File: src/rtl/dequant_4x4.sv
// Inverse quantiser for one 4x4 block: collects 16 zig-zag levels, scales each by the
// flat-matrix rule for the block QP, and presents the raster-ordered block with valid/ready.
module dequant_4x4 #(
  parameter int LEVEL_W    = 12,
  parameter int BIT_LENGTH = 15
) (
  input  logic                             clk,
  input  logic                             reset,
  input  logic                             in_valid,
  output logic                             in_ready,
  input  logic signed [LEVEL_W-1:0]        in_level,
  input  logic [5:0]                       qp,
  output logic                             out_valid,
  input  logic                             out_ready,
  output logic [15:0][BIT_LENGTH:0]        coeffs
);

  localparam int PW = LEVEL_W + 5;
  localparam int SW = LEVEL_W + 13;
  localparam logic signed [SW-1:0] SAT_MAX = {{(SW-BIT_LENGTH){1'b0}}, {BIT_LENGTH{1'b1}}};
  localparam logic signed [SW-1:0] SAT_MIN = {{(SW-BIT_LENGTH){1'b1}}, {BIT_LENGTH{1'b0}}};

  typedef enum logic {COLLECT, HOLD} state_e;

  state_e                     state_q;
  logic [3:0]                 idx_q;
  logic [5:0]                 qp_q;
  logic                       out_valid_q;
  logic [15:0][BIT_LENGTH:0]  coeffs_q;

  logic [5:0]                 qp_live_d, qp_eff_d, qp_div_d, qp_mod_d;
  logic [3:0]                 pos_d;
  logic [1:0]                 cls_d;
  logic [4:0]                 scale_d;
  logic signed [PW-1:0]       prod_d;
  logic signed [SW-1:0]       shifted_d;
  logic [BIT_LENGTH:0]        deq_d;

  function automatic logic [3:0] zz_pos(input logic [3:0] idx);
    case (idx)
      4'd0:  zz_pos = 4'd0;
      4'd1:  zz_pos = 4'd1;
      4'd2:  zz_pos = 4'd4;
      4'd3:  zz_pos = 4'd8;
      4'd4:  zz_pos = 4'd5;
      4'd5:  zz_pos = 4'd2;
      4'd6:  zz_pos = 4'd3;
      4'd7:  zz_pos = 4'd6;
      4'd8:  zz_pos = 4'd9;
      4'd9:  zz_pos = 4'd12;
      4'd10: zz_pos = 4'd13;
      4'd11: zz_pos = 4'd10;
      4'd12: zz_pos = 4'd7;
      4'd13: zz_pos = 4'd11;
      4'd14: zz_pos = 4'd14;
      default: zz_pos = 4'd15;
    endcase
  endfunction

  function automatic logic [4:0] vscale(input logic [5:0] m, input logic [1:0] c);
    logic [14:0] row;
    case (m)
      6'd0:    row = {5'd10, 5'd16, 5'd13};
      6'd1:    row = {5'd11, 5'd18, 5'd14};
      6'd2:    row = {5'd13, 5'd20, 5'd16};
      6'd3:    row = {5'd14, 5'd23, 5'd18};
      6'd4:    row = {5'd16, 5'd25, 5'd20};
      default: row = {5'd18, 5'd29, 5'd23};
    endcase
    case (c)
      2'd0:    vscale = row[14:10];
      2'd1:    vscale = row[9:5];
      default: vscale = row[4:0];
    endcase
  endfunction

  // The first level of a block uses the live qp; the rest use the value latched with it.
  always_comb begin
    qp_live_d = (qp > 6'd51) ? 6'd51 : qp;
    qp_eff_d  = (idx_q == 4'd0) ? qp_live_d : qp_q;
    qp_div_d  = qp_eff_d / 6'd6;
    qp_mod_d  = qp_eff_d % 6'd6;
    pos_d     = zz_pos(idx_q);
    // pos[2] is the row LSB, pos[0] the column LSB.
    if (!pos_d[2] && !pos_d[0])     cls_d = 2'd0;
    else if (pos_d[2] && pos_d[0])  cls_d = 2'd1;
    else                            cls_d = 2'd2;
    scale_d   = vscale(qp_mod_d, cls_d);
    prod_d    = PW'(in_level) * PW'($signed({1'b0, scale_d}));
    shifted_d = SW'(prod_d) <<< qp_div_d[3:0];
    if (shifted_d > SAT_MAX)       deq_d = SAT_MAX[BIT_LENGTH:0];
    else if (shifted_d < SAT_MIN)  deq_d = SAT_MIN[BIT_LENGTH:0];
    else                           deq_d = shifted_d[BIT_LENGTH:0];
  end

  always_ff @(posedge clk or negedge reset) begin
    if (!reset) begin
      state_q     <= COLLECT;
      idx_q       <= 4'd0;
      qp_q        <= 6'd0;
      out_valid_q <= 1'b0;
      coeffs_q    <= '0;
    end else begin
      case (state_q)
        COLLECT: begin
          if (in_valid) begin
            coeffs_q[pos_d] <= deq_d;
            idx_q           <= idx_q + 4'd1;
            if (idx_q == 4'd0) qp_q <= qp_live_d;
            if (idx_q == 4'd15) begin
              state_q     <= HOLD;
              out_valid_q <= 1'b1;
            end
          end
        end
        default: begin
          if (out_ready) begin
            state_q     <= COLLECT;
            out_valid_q <= 1'b0;
          end
        end
      endcase
    end
  end

  assign in_ready  = reset && (state_q == COLLECT);
  assign out_valid = out_valid_q;
  assign coeffs    = coeffs_q;

endmodule

File: config.mk
export PLATFORM = sky130hd
export DESIGN_NAME = dequant_4x4
export DESIGN_NICKNAME = d
export VERILOG_FILES = /design/src/rtl/dequant_4x4.sv
export SDC_FILE = /design/constraint.sdc
export NUM_CORES = 1
export LEC_CHECK = 0
export BUFFER_PORTS_ARGS = -buffer_cell sky130_fd_sc_hd__buf_2
export CORE_MARGIN = 2
export CORE_UTILIZATION = 51
export CTS_CLUSTER_DIAMETER = 50
export DETAILED_ROUTE_END_ITERATION = 8
export MAX_ROUTING_LAYER = met4
export PLACE_DENSITY_LB_ADDON = 0.05
export SLEW_MARGIN = 30
export SYNTH_ARGS = -nofsm -noshare
export SYNTH_HDL_FRONTEND = slang
export SYNTH_SLANG_ARGS = --single-unit
File: constraint.sdc
create_clock -name clk -period 10.8 [get_ports clk]
set_input_delay 1.62 -clock clk [delete_from_list [all_inputs] [get_ports clk]]
set_output_delay 1.62 -clock clk [all_outputs]
set_load 0.02 [all_outputs]
==> impl_metrics.yaml <==
global_routing:
  grt_pass1_wl_mm: 71.1
  antenna_found_initial: 0
  grt_pass1_vias: 12400
  grt_max_degree: 153
  grt_use_total: 0.307
  grt_overflow_total: 0
routing:
  wirelength_mm: 45.0
  drc: 0
  vias: 12800
  vias_per_cell: 5.75
  drtIter0Drc: 1069
  post_drt_wl_per_cell_um: 20.1
  ant_nets: 0
  drtPass1Iterations: 5
timing:
  final_hold_viol_count: 0
  setup_tns_ps: 0
  worst_slew_pin_slew_ps: 981
  fin_crit_ps: 10100
  finalClockSkew_ps: 17.8
  rsz0062_at_grt: "false"
  fmax_ghz: 0.0990
  final_max_slew_viol_count: 0
  holdWs_ps: 476
  finalSetupViolCount: 0
  maxSlewHeadroom: 0.344
  post-route-period-util: 0.936
final_layout:
  nFillCells: 2547
  final_common_cell: "buf_2"
  nets: 1930
  n_antenna_cell: 0
  layout_common_cells: "278 x buf_2, 268 x dfrtp_1, 222 x nand2_1"
  syn2layout_area_growth_pct: 21.4
  final_layout_size_suffix_gt1_frac: 0.248
synth:
  avgSynthCellArea_um2: 9.49
  yosys.cell_types.count: 84
  syn-num-nets: 1646
  synth_enable_flop_cells: 0
  synthFlopType: "dfrtp_1"
  yosys_warnings: 0
  ys_ff_latch: 268
  syn_inst: 1547
  async_flop_share: 1.00
  ys_seq_area_frac: 0.457
  synth_area_um2: 14700
critical_path:
  critPathLaunchType: "flop"
  slowest_stage: "or4_4"
  arrival_ps: 10530
  slowest_delay_ps: 670
  crit_type: "reg2reg"
  worstPathMaxFanout: 16
  worst_ep_required_time_ps: 11230
  cp-end-kind: "flop"
die:
  initial_core_util: 0.514
  die_area_um2: 30200
  fp.coreArea_um2: 28500
  fp.dieH_um: 174
  die_w_um: 174
  ios: 280
  num_rows: 62
clocking:
  clock_sinks: 268
  hold_buffers: 0
  ctsRootBufferMaster: "clkbuf_16"
  clk_path_buf_depth: 3
  ctsHtreeMaxLevel: 1
  cts_buffers: 28
  clk_pin_slew_ps: 60
  cts_tree: "built"
  clk-insertion-delay-late_ps: 540
job:
  maxCapViolCount: 0
hold_path:
  hp-class: "reg2reg"
placement:
  io_buffers: 279
  gp_congestion: 0.923
  hpwl_mm: 33.0
run_status:
  run_status: "finished, final reports clean"
## cell usage after synthesis, drive strengths merged (5+ instances only)
| library cell | number | share of area |
|---|---|---|
| dfrtp | 268 | 0.46 |
| nand2 | 222 | 0.057 |
| nor2 | 187 | 0.048 |
| a21oi | 128 | 0.044 |
| o211ai | 98 | 0.054 |
| clkbuf | 71 | 0.018 |
| inv | 69 | 0.018 |
| o21ai | 61 | 0.021 |
| o22a | 50 | 0.030 |
| ha | 41 | 0.035 |
| and2 | 39 | 0.017 |
| fa | 36 | 0.049 |
| nand2b | 24 | 0.010 |
| buf | 21 | 0.010 |
| nor3 | 20 | 0.0075 |
| nand3 | 15 | 0.0055 |
| o21a | 15 | 0.0077 |
| mux2i | 14 | 0.010 |
| mux2 | 13 | 0.010 |
| a21o | 10 | 0.0051 |
| a31oi | 10 | 0.0055 |
| nor2b | 10 | 0.0043 |
| a211oi | 9 | 0.0055 |
| and3 | 9 | 0.0038 |
| o22ai | 9 | 0.0038 |
| nand4 | 7 | 0.0030 |
| xnor2 | 6 | 0.0036 |
| a2111oi | 5 | 0.0035 |
| o31a | 5 | 0.0030 |
| xor2 | 5 | 0.0030 |
## layer usage
metal	vias up	global-route usage	share of wire
met5	-	-	0
met4	0	0.0889	0.030
met3	65	0.0493	0.072
met2	515	0.442	0.43
met1	6256	0.449	0.47
li1	6005	-	-
## layout make-up
class                   instances  area (µm²)  share of cell area
multi-input cells            1118        7340               0.412
flip-flops and latches        268        6710               0.376
repair buffers                346        2050               0.115
clock buffers                  39         863              0.0484
well taps                     384         480              0.0269
inverters                      69         259              0.0145
clock inverters                10         129             0.00723
## state kept, by name, summed over array words and instances, names as in the netlist
register,cells
state_q,1
idx_q,4
coeffs,256
qp_q,6
out_valid,1
## worst paths after layout
check                                        startpoint                      end  slack [ps]  cells past startpoint
worst max-delay path               idx_q[0]$_DFFE_PN0P_  coeffs[129]$_DFFE_PN0P_         700                     35
max in group asynchronous                         reset  coeffs[239]$_DFFE_PN0P_        7890                      3
worst min register to register  coeffs[111]$_DFFE_PN0P_  coeffs[111]$_DFFE_PN0P_         480                      2
worst max register to register     idx_q[0]$_DFFE_PN0P_  coeffs[129]$_DFFE_PN0P_         700                     35
worst min-delay path            coeffs[111]$_DFFE_PN0P_  coeffs[111]$_DFFE_PN0P_         480                      2
min in group asynchronous                         reset  coeffs[133]$_DFFE_PN0P_        1000                      1
## kinds of logic (layout without fill, tap and decap cells)
logic type | after synthesis | after routing | synth area share
compound gates | 438 | 438 | 0.206
xor+xnor | 12 | 12 | 0.00810
fa+ha+maj | 77 | 77 | 0.0840
buf+inv | 161 | 464 | 0.0463
flops | 268 | 268 | 0.457
mux | 30 | 30 | 0.0252
simple gates | 561 | 561 | 0.173
## critical path: cells and delay by family (launching register included)
kind | cells | cell delay [ps]
AO/OA/AOI/OAI | 13 | 3380
adder cells (fa/ha/maj) | 7 | 2790
AND/OR/NAND/NOR | 10 | 2530
multiplexers | 2 | 590
flip-flops | 1 | 430
buffers and inverters | 3 | 270
## metrics by stage
step / worst slack [ps] / std cells / utilization / instance area, µm²
after global placement: 228 / 2184 / 0.588 / 16800
after global routing: 69.6 / 2234 / 0.625 / 17800
after CTS: 328 / 2233 / 0.623 / 17800
after detailed placement: 33.3 / 2184 / 0.588 / 16800
final: 696 / 2234 / 0.625 / 17800
after floorplan: 11.9 / 1547 / - / 14700
## repair_timing
item / CTS / global route
hold endpoints to repair: 0 / 0
setup buffers: 0 / 1
endpoints found under the setup margin: 0 / 240
resized for setup: 0 / 12
Power is left out: the tool's default activity adds up to more than one toggle a clock period on the data nets, which glitch-free logic cannot reach.
